==> config.mk <==
export PLATFORM = sky130hd
export DESIGN_NAME = vga_timing_gen
export DESIGN_NICKNAME = d
export VERILOG_FILES = /design/src/rtl/vga_timing_gen.sv
export SDC_FILE = /design/constraint.sdc
export NUM_CORES = 1
export LEC_CHECK = 0
export CORE_MARGIN = 5
export CORE_UTILIZATION = 46
export CTS_CLUSTER_SIZE = 30
export DETAILED_ROUTE_END_ITERATION = 6
export PLACE_DENSITY = 0.85
export SYNTH_ARGS = -nofsm -noshare
export SYNTH_HDL_FRONTEND = slang
export SYNTH_SLANG_ARGS = --single-unit
==> constraint.sdc <==
create_clock -name clk -period 1.8 [get_ports clk]
set_input_delay 0.54 -clock clk [delete_from_list [all_inputs] [get_ports clk]]
set_output_delay 0.54 -clock clk [all_outputs]
set_load 0.01 [all_outputs]
==> src/rtl/vga_timing_gen.sv <==
// VGA raster timing generator.
// A clock-enable divider produces one pixel strobe every CLK_DIV system
// clocks; horizontal and vertical counters advance on that strobe and the
// sync / visible-region flags are decoded combinationally from the counter
// registers, so they line up with hCount/vCount with no extra latency.
//
// Strobe semantics: pix_en is a single-cycle enable, never a handshake.
// Consumers sample hCount/vCount/bright/syncs on any clk edge; the values
// only move on the edge where pix_en is high.
module vga_timing_gen #(
  parameter int H_TOTAL     = 800,
  parameter int H_SYNC_END  = 96,
  parameter int H_ACT_START = 144,
  parameter int H_ACT_END   = 784,
  parameter int V_TOTAL     = 525,
  parameter int V_SYNC_END  = 2,
  parameter int V_ACT_START = 35,
  parameter int V_ACT_END   = 515,
  parameter int CLK_DIV     = 4
) (
  input  logic        clk,
  input  logic        reset,
  output logic        pix_en,
  output logic [9:0]  hCount,
  output logic [9:0]  vCount,
  output logic        hSync,
  output logic        vSync,
  output logic        bright,
  output logic        frame_tick,
  output logic [15:0] frame_count
);

  localparam int DIV_W = $clog2(CLK_DIV);

  localparam logic [DIV_W-1:0] DIV_LAST = DIV_W'(CLK_DIV - 1);
  localparam logic [DIV_W-1:0] DIV_ONE  = DIV_W'(1);

  localparam logic [9:0] H_LAST   = 10'(H_TOTAL - 1);
  localparam logic [9:0] V_LAST   = 10'(V_TOTAL - 1);
  localparam logic [9:0] H_SYNC_B = 10'(H_SYNC_END);
  localparam logic [9:0] V_SYNC_B = 10'(V_SYNC_END);
  localparam logic [9:0] H_ACT_S  = 10'(H_ACT_START);
  localparam logic [9:0] H_ACT_E  = 10'(H_ACT_END);
  localparam logic [9:0] V_ACT_S  = 10'(V_ACT_START);
  localparam logic [9:0] V_ACT_E  = 10'(V_ACT_END);

  logic [DIV_W-1:0] div_cnt;
  logic             line_end;
  logic             frame_end;

  // Pixel strobe: the divider sits at 0 in reset, so pix_en is low there and
  // the first strobe arrives on the CLK_DIV-th edge after release.
  assign pix_en    = (div_cnt == DIV_LAST);
  assign line_end  = pix_en && (hCount == H_LAST);
  assign frame_end = line_end && (vCount == V_LAST);

  // Free-running divider; power-of-two CLK_DIV lets it wrap naturally.
  always_ff @(posedge clk or negedge reset) begin
    if (!reset) begin
      div_cnt <= '0;
    end else begin
      div_cnt <= div_cnt + DIV_ONE;
    end
  end

  // Horizontal counter: steps once per pixel, wraps at H_TOTAL-1 so it can
  // never exceed the line length.
  always_ff @(posedge clk or negedge reset) begin
    if (!reset) begin
      hCount <= '0;
    end else if (pix_en) begin
      if (hCount == H_LAST) begin
        hCount <= '0;
      end else begin
        hCount <= hCount + 10'd1;
      end
    end
  end

  // Vertical counter: steps only on the last pixel of a line.
  always_ff @(posedge clk or negedge reset) begin
    if (!reset) begin
      vCount <= '0;
    end else if (line_end) begin
      if (vCount == V_LAST) begin
        vCount <= '0;
      end else begin
        vCount <= vCount + 10'd1;
      end
    end
  end

  // Frame bookkeeping: a registered one-clk pulse after the (last,last) ->
  // (0,0) wrap, and a 16-bit frame counter that wraps naturally.
  always_ff @(posedge clk or negedge reset) begin
    if (!reset) begin
      frame_tick  <= 1'b0;
      frame_count <= '0;
    end else begin
      frame_tick <= frame_end;
      if (frame_end) begin
        frame_count <= frame_count + 16'd1;
      end
    end
  end

  // Sync and visible-region decode straight from the counter registers.
  always_comb begin
    hSync  = (hCount >= H_SYNC_B);
    vSync  = (vCount >= V_SYNC_B);
    bright = (hCount >= H_ACT_S) && (hCount < H_ACT_E) &&
             (vCount >= V_ACT_S) && (vCount < V_ACT_E);
  end

endmodule

==> flow_summary.json, run 1 <==
{
  "cp-start-kind": "flip-flop",
  "grt_max_degree": 18,
  "tightest_slew_ns": 0.3876,
  "netlist_area_um2": 2053,
  "fmax_ghz": 0.4517,
  "final_nets": 315,
  "cts.sinks": 39,
  "antenna_found_initial": 0,
  "grt_pass1_vias": 1978,
  "track_usage_pct": 19.00,
  "place.gp.congestion": 0.9075,
  "drt_iter0_drc": 156,
  "outcome": "finished, violations left",
  "synth-seq-cells": 39,
  "crit_arrival_ns": 1.67,
  "hold_viol_final": 0,
  "drv_cap": 0,
  "finalPower_mw": 1.763,
  "syn2layout_area_growth_pct": 60.51,
  "routedWlPerCell_um": 16.32,
  "crit_chain": "ha_2 > o41ai_2 > a21oi_1 > a41oi_2 > a311oi_4 > buf_2",
  "crit_type": "flip-flop to output pin",
  "pwr-share-comb_pct": 1.2,
  "grt_pass1_wl_um": 9315,
  "swShare_pct": 18.71,
  "cts_buffers": 5,
  "fin_crit_ns": 2.214,
  "detail_route.first_pass.iterations": 4,
  "io_pins": 43,
  "syn_inst": 202,
  "clockBufferDepth": 2,
  "power_switching_mw": 0.3298,
  "die-area_um2": 5900,
  "die_h_um": 76.81,
  "yosys-top-cells-count": "39 x dfrtp_1, 16 x nor3_1, 14 x nand3_1, 14 x nand4_1",
  "wl_um": 5858,
  "clk_pin_slew_ns": 0.07,
  "ir_drop_mv": 0.4083,
  "slew_headroom_pct": 74.16,
  "synth_cell_types": 42,
  "yosys-top-cells-area": "dfrtp_1 48%, xor2_1 5.5%, xnor2_1 4.7%",
  "coreArea_um2": 4354,
  "synth-async-reset-ratio_pct": 100.0,
  "grt_overflow_total": 0,
  "setup_viol_count_final": 7,
  "dpl.hpwl_um": 3707,
  "drv_slew": 0,
  "final_cell_count_no_fill": 359,
  "slowest_stage": "dfrtp_1",
  "p_int_mw": 1.433,
  "routed_via_density": 5.599,
  "yosys_warnings": 0,
  "diodes": 0,
  "drc_errors": 0,
  "cts_max_level": 2,
  "min_period_over_period_pct": 123.0,
  "crit_path_max_fanout": 4,
  "rsz0062_at_grt": "true",
  "power_density_nw_per_um2": 534.9,
  "synthFlopType": "dfrtp_1",
  "clock_skew_ns": 0.01087,
  "violations": "negative setup slack",
  "synth_area_leader_cell": "dfrtp_1",
  "numPortBuffers": 42,
  "clkPwrFrac_pct": 49.2,
  "clock-root-buffer": "clkbuf_8",
  "syn_area_per_cell_um2": 10.16,
  "die_w_um": 76.81,
  "whs_ns": 0.1619,
  "hold_buffers": 0,
  "place_inst": 332,
  "synth_nets": 211,
  "yosysTopAreaCellShare_pct": 47.53,
  "cts_tree": "done",
  "initial_core_util_pct": 47.16,
  "p_leak_nw": 1.741,
  "ant_nets": 0,
  "final.setup.worst_slack_ns": -0.4138,
  "worstSkewPairLatency_ns": 0.30,
  "rows": 24,
  "layout-drive-gt1-share_pct": 36.48,
  "yosysMostFrequentCell": "dfrtp_1",
  "nFillCells": 279,
  "cpPeakStageDelay_ns": 0.41,
  "synth_edf_count": 0,
  "cp-end-kind": "output pin",
  "vias": 2010,
  "synth_seq_area_share_pct": 47.53,
  "pwr-share-seq_pct": 49.7,
  "min_path_type": "input port to async pin",
  "crit_required_ns": 1.26
}
[registers in the layout, indices dropped and copies added, names as in the netlist]
name         count
frame_count     16
hCount          10
frame_tick       1
div_cnt          2
vCount          10
[metal layers]
layer | up-vias | GRT usage [%] | share of wire [%]
li1 | 939 | - | -
met1 | 992 | 24.98 | 43
met2 | 68 | 30.98 | 50
met3 | 11 | 5.152 | 5.9
met4 | 0 | 4.720 | 1.6
met5 | - | 0 | 0
[per-stage QoR]
step                util (%)  cell area [µm²]  setup WS [ns]  TNS (ns)
global placement       65.69             2860        -0.4679   -0.8151
CTS                    72.21             3144        -0.3879   -0.5712
global route           75.69             3296        -0.4561    -2.011
floorplan                  -             2093       -0.05517  -0.05517
finish                 75.69             3296        -0.4138   -0.7368
detailed placement     65.69             2860        -0.4756    -1.294
[layout make-up]
type | count | area [µm²] | area share [%]
inverter | 12 | 47.55 | 1.443
clock buffer | 6 | 72.57 | 2.202
multi-input combinational | 146 | 1190 | 36.10
sequential | 39 | 983.4 | 29.84
tap | 52 | 65.06 | 1.974
timing repair buffer | 102 | 877.1 | 26.61
clock inverter | 2 | 60.06 | 1.822
[worst max-delay path, delay by kind of cell, from the launching register on]
family	cells	cell delay, ns
buf+inv	1	0.15
compound gates	4	0.60
flops	1	0.41
fa+ha+maj	1	0.23
[layout by cell type, fill, tap and decap left out, types with 2 or more instances in the layout]
cell type        Yosys  layout
nand2_1             13      13
buf_4                0      48
o21ai_1              0       2
ha_1                 7       5
nor3_1              16       4
nor3_2               0       9
and2_1               2       2
clkdlybuf4s50_1      0      10
and3_1               5       4
nand3_1             14      12
a21oi_1              6       5
nor2_1               5       5
dlygate4sd2_1        0      25
xnor2_1             11      11
clkbuf_8             0       5
dfrtp_1             39      33
or4_4                0       2
and4_1               5       5
dfrtp_2              0       6
nor3_4               0       3
xor2_1              13      13
inv_1               12      10
buf_6                0      12
bufinv_16            0       2
buf_2                4       3
o21ai_0              8       6
mux2i_1              2       2
nand4_1             14      14
[power groups by stage]
stage	logic, mW	clock network (mW)	registers, mW
floorplan	0.000000491	0	0.893
global placement	0.0214	0	0.893
detailed placement	0.0227	0	0.893
CTS	0.0226	0.882	0.875
global route	0.0260	0.931	0.875
finish	0.0211	0.867	0.875
[cell families (layout without fill, tap and decap cells)]
| group | count (synthesis) | in the layout | synth area share (%) |
|---|---|---|---|
| and+or+nand+nor | 90 | 90 | 26.51 |
| xor gates and xnor gates | 24 | 24 | 10.24 |
| AOI/OAI and AO/OA | 22 | 22 | 6.582 |
| adders and majority gates | 7 | 7 | 4.265 |
| DFF | 39 | 39 | 47.53 |
| muxes | 3 | 3 | 1.523 |
| buffers and inverters | 17 | 122 | 3.351 |
[worst paths after layout]
path	from	slack, ns	cells past startpoint	to
worst max-delay path	vCount[0]	-0.41	6	bright
worst min-delay path	reset	0.16	1	div_cnt[1]
worst max register to register	vCount[0]	-0.09	9	frame_count[15]
worst min register to register	div_cnt[0]	0.43	1	div_cnt[0]
max in group asynchronous	reset	1.10	2	frame_count[2]
min in group clk	div_cnt[0]	0.43	1	div_cnt[0]
[repair_timing]
item / CTS / global route
buffers inserted: 15 / 4
hold endpoints to repair: 0 / 0
pin swaps: 7 / 17
endpoints found under the setup margin: 50 / 25
resized for setup: 64 / 32
(Power assumes the default switching activity.)
==> run 2: changes to the inputs <==
- CORE_UTILIZATION: 46 -> 51
- PLACE_DENSITY: 0.85 -> 0.89
- clock period: 1.8 -> 2.4 ns (I/O delays scaled with it)
==> run 2 against run 1 <==
Compared with the run above: the flow now finishes without violations; critical path type unchanged; sequential power fell by 25%; final area fell by 15%; first-iteration DRC count fell by 13%; register-to-register slack improved by 0.40 ns; worst setup slack improved by 0.44 ns; cell count fell by 11%; routed wire length fell by 17%; critical path depth did not move.
==> flow_summary.json, run 2 (same netlist as run 1, synthesis figures left out) <==
{
  "outcome": "completed",
  "seq_area_um2": 975.9,
  "setup_viol_count_final": 0,
  "ir_drop_mv": 0.3630,
  "wl_um": 4845,
  "detail_route.first_pass.iterations": 4,
  "grt_pass1_wl_um": 8245,
  "whs_ns": 0.4272,
  "drt_iter0_drc": 136,
  "die-area_um2": 5395,
  "fmax_ghz": 0.4213,
  "clk_pin_slew_ns": 0.07,
  "p_leak_nw": 1.328,
  "final_cell_count_no_fill": 319,
  "reg_top3": "frame_count: 16 flops, hCount: 10 flops, vCount: 10 flops",
  "clockBufferDepth": 2,
  "drv_cap": 0,
  "min_path_type": "flip-flop to flip-flop",
  "final_nets": 278,
  "tightest_slew_ns": 0.4860,
  "track_usage_pct": 19.70,
  "routed_via_density": 5.630,
  "numPortBuffers": 42,
  "routedWlPerCell_um": 15.19,
  "worstSkewPairLatency_ns": 0.29,
  "cts_max_level": 2,
  "io_pins": 43,
  "largest_register": "frame_count",
  "hold_viol_final": 0,
  "cp-start-kind": "flip-flop",
  "rsz0062_at_grt": "true",
  "finalPower_mw": 1.194,
  "vias": 1796,
  "r2r.worst_path.cells": 7,
  "dpl.hpwl_um": 3589,
  "place.gp.congestion": 0.8546,
  "grt_max_degree": 40,
  "cts.sinks": 39,
  "grt_overflow_total": 0,
  "grt_pass1_vias": 1775,
  "die_h_um": 73.45,
  "final_util_pct": 71.15,
  "coreArea_um2": 3943,
  "crit_required_ns": 1.68,
  "drc_errors": 0,
  "slew_headroom_pct": 67.60,
  "hold_buffers": 0,
  "antenna_found_initial": 0,
  "crit_path_max_fanout": 4,
  "mostFrequentLayoutCells": "39 x dfrtp_1, 39 x clkdlybuf4s50_1, 23 x buf_4",
  "crit_type": "flip-flop to output pin",
  "multiInputGateArea_um2": 1037,
  "clock-root-buffer": "clkbuf_8",
  "ant_nets": 0,
  "power_density_nw_per_um2": 425.6,
  "clock_skew_ns": 0.003719,
  "hold_depth": 1,
  "crit_arrival_ns": 1.65,
  "cp-end-kind": "output pin",
  "initial_core_util_pct": 52.08,
  "min_period_over_period_pct": 98.91,
  "drv_slew": 0,
  "diodes": 0,
  "cts_tree": "done",
  "rows": 23,
  "place_inst": 311,
  "largest_reg_flops": 16,
  "final.setup.worst_slack_ns": 0.02622,
  "fin_crit_ns": 2.374,
  "post-place-ws_ns": -0.1377,
  "cts_buffers": 5,
  "syn2layout_area_growth_pct": 36.62,
  "layout-drive-gt1-share_pct": 15.61,
  "die_w_um": 73.45,
  "nFillCells": 308
}
-- run 2: final timing paths --
path	start	endpoint	slack (ns)
setup reg to reg	vCount[0]	frame_count[1]	0.31
max in group asynchronous	reset	vCount[4]	1.59
hold reg to reg	div_cnt[0]	div_cnt[0]	0.43
setup / recovery	vCount[0]	bright	0.03
min in group asynchronous	reset	hCount[6]	0.48
hold / removal	div_cnt[0]	div_cnt[0]	0.43
-- run 2: power breakdown --
part           total [mW]  leakage [nW]  switching, mW  internal (mW)
clock               0.523        0.0513          0.218          0.305
combinational      0.0140         0.746         0.0123        0.00165
sequential          0.657         0.531              0          0.657
total                1.19          1.33          0.231          0.963
-- run 2: cell type report --
class | count | area share [%]
Inverter | 12 | 1.606
Tap cell | 50 | 2.230
Clock buffer | 6 | 2.587
Multi-Input combinational cell | 146 | 36.98
Clock inverter | 1 | 1.070
Timing Repair Buffer | 65 | 20.74
Sequential cell | 39 | 34.79
-- run 2: repair_timing --
item / in CTS / in global routing
setup buffers: 1 / 0
endpoints found under the setup margin: 2 / 2
pin swaps: 1 / 0
resized for setup: 10 / 1
-- run 2: per-layer routing --
metal	global-route usage (%)	part of all wire, %
met1	24.63	42
met4	6.841	1.6
met2	33.27	51
met5	0	0
met3	4.514	5.1
-- run 2: worst max-delay path, stage by stage (launching register included) --
cell and delay, ns:
dfrtp_1 0.40, ha_2 0.22, o41ai_2 0.21, a21oi_1 0.12, a41oi_2 0.20, a311oi_2 0.06, buf_2 0.16
-- run 2: stage by stage --
stage | cell area (µm²) | setup TNS (ns)
6_report | 2805 | 0
2_1_floorplan | 2053 | 0
3_5_place_dp | 2673 | -0.1377
3_3_place_gp | 2673 | -0.1230
4_1_cts | 2800 | 0
5_1_grt | 2805 | -0.08363
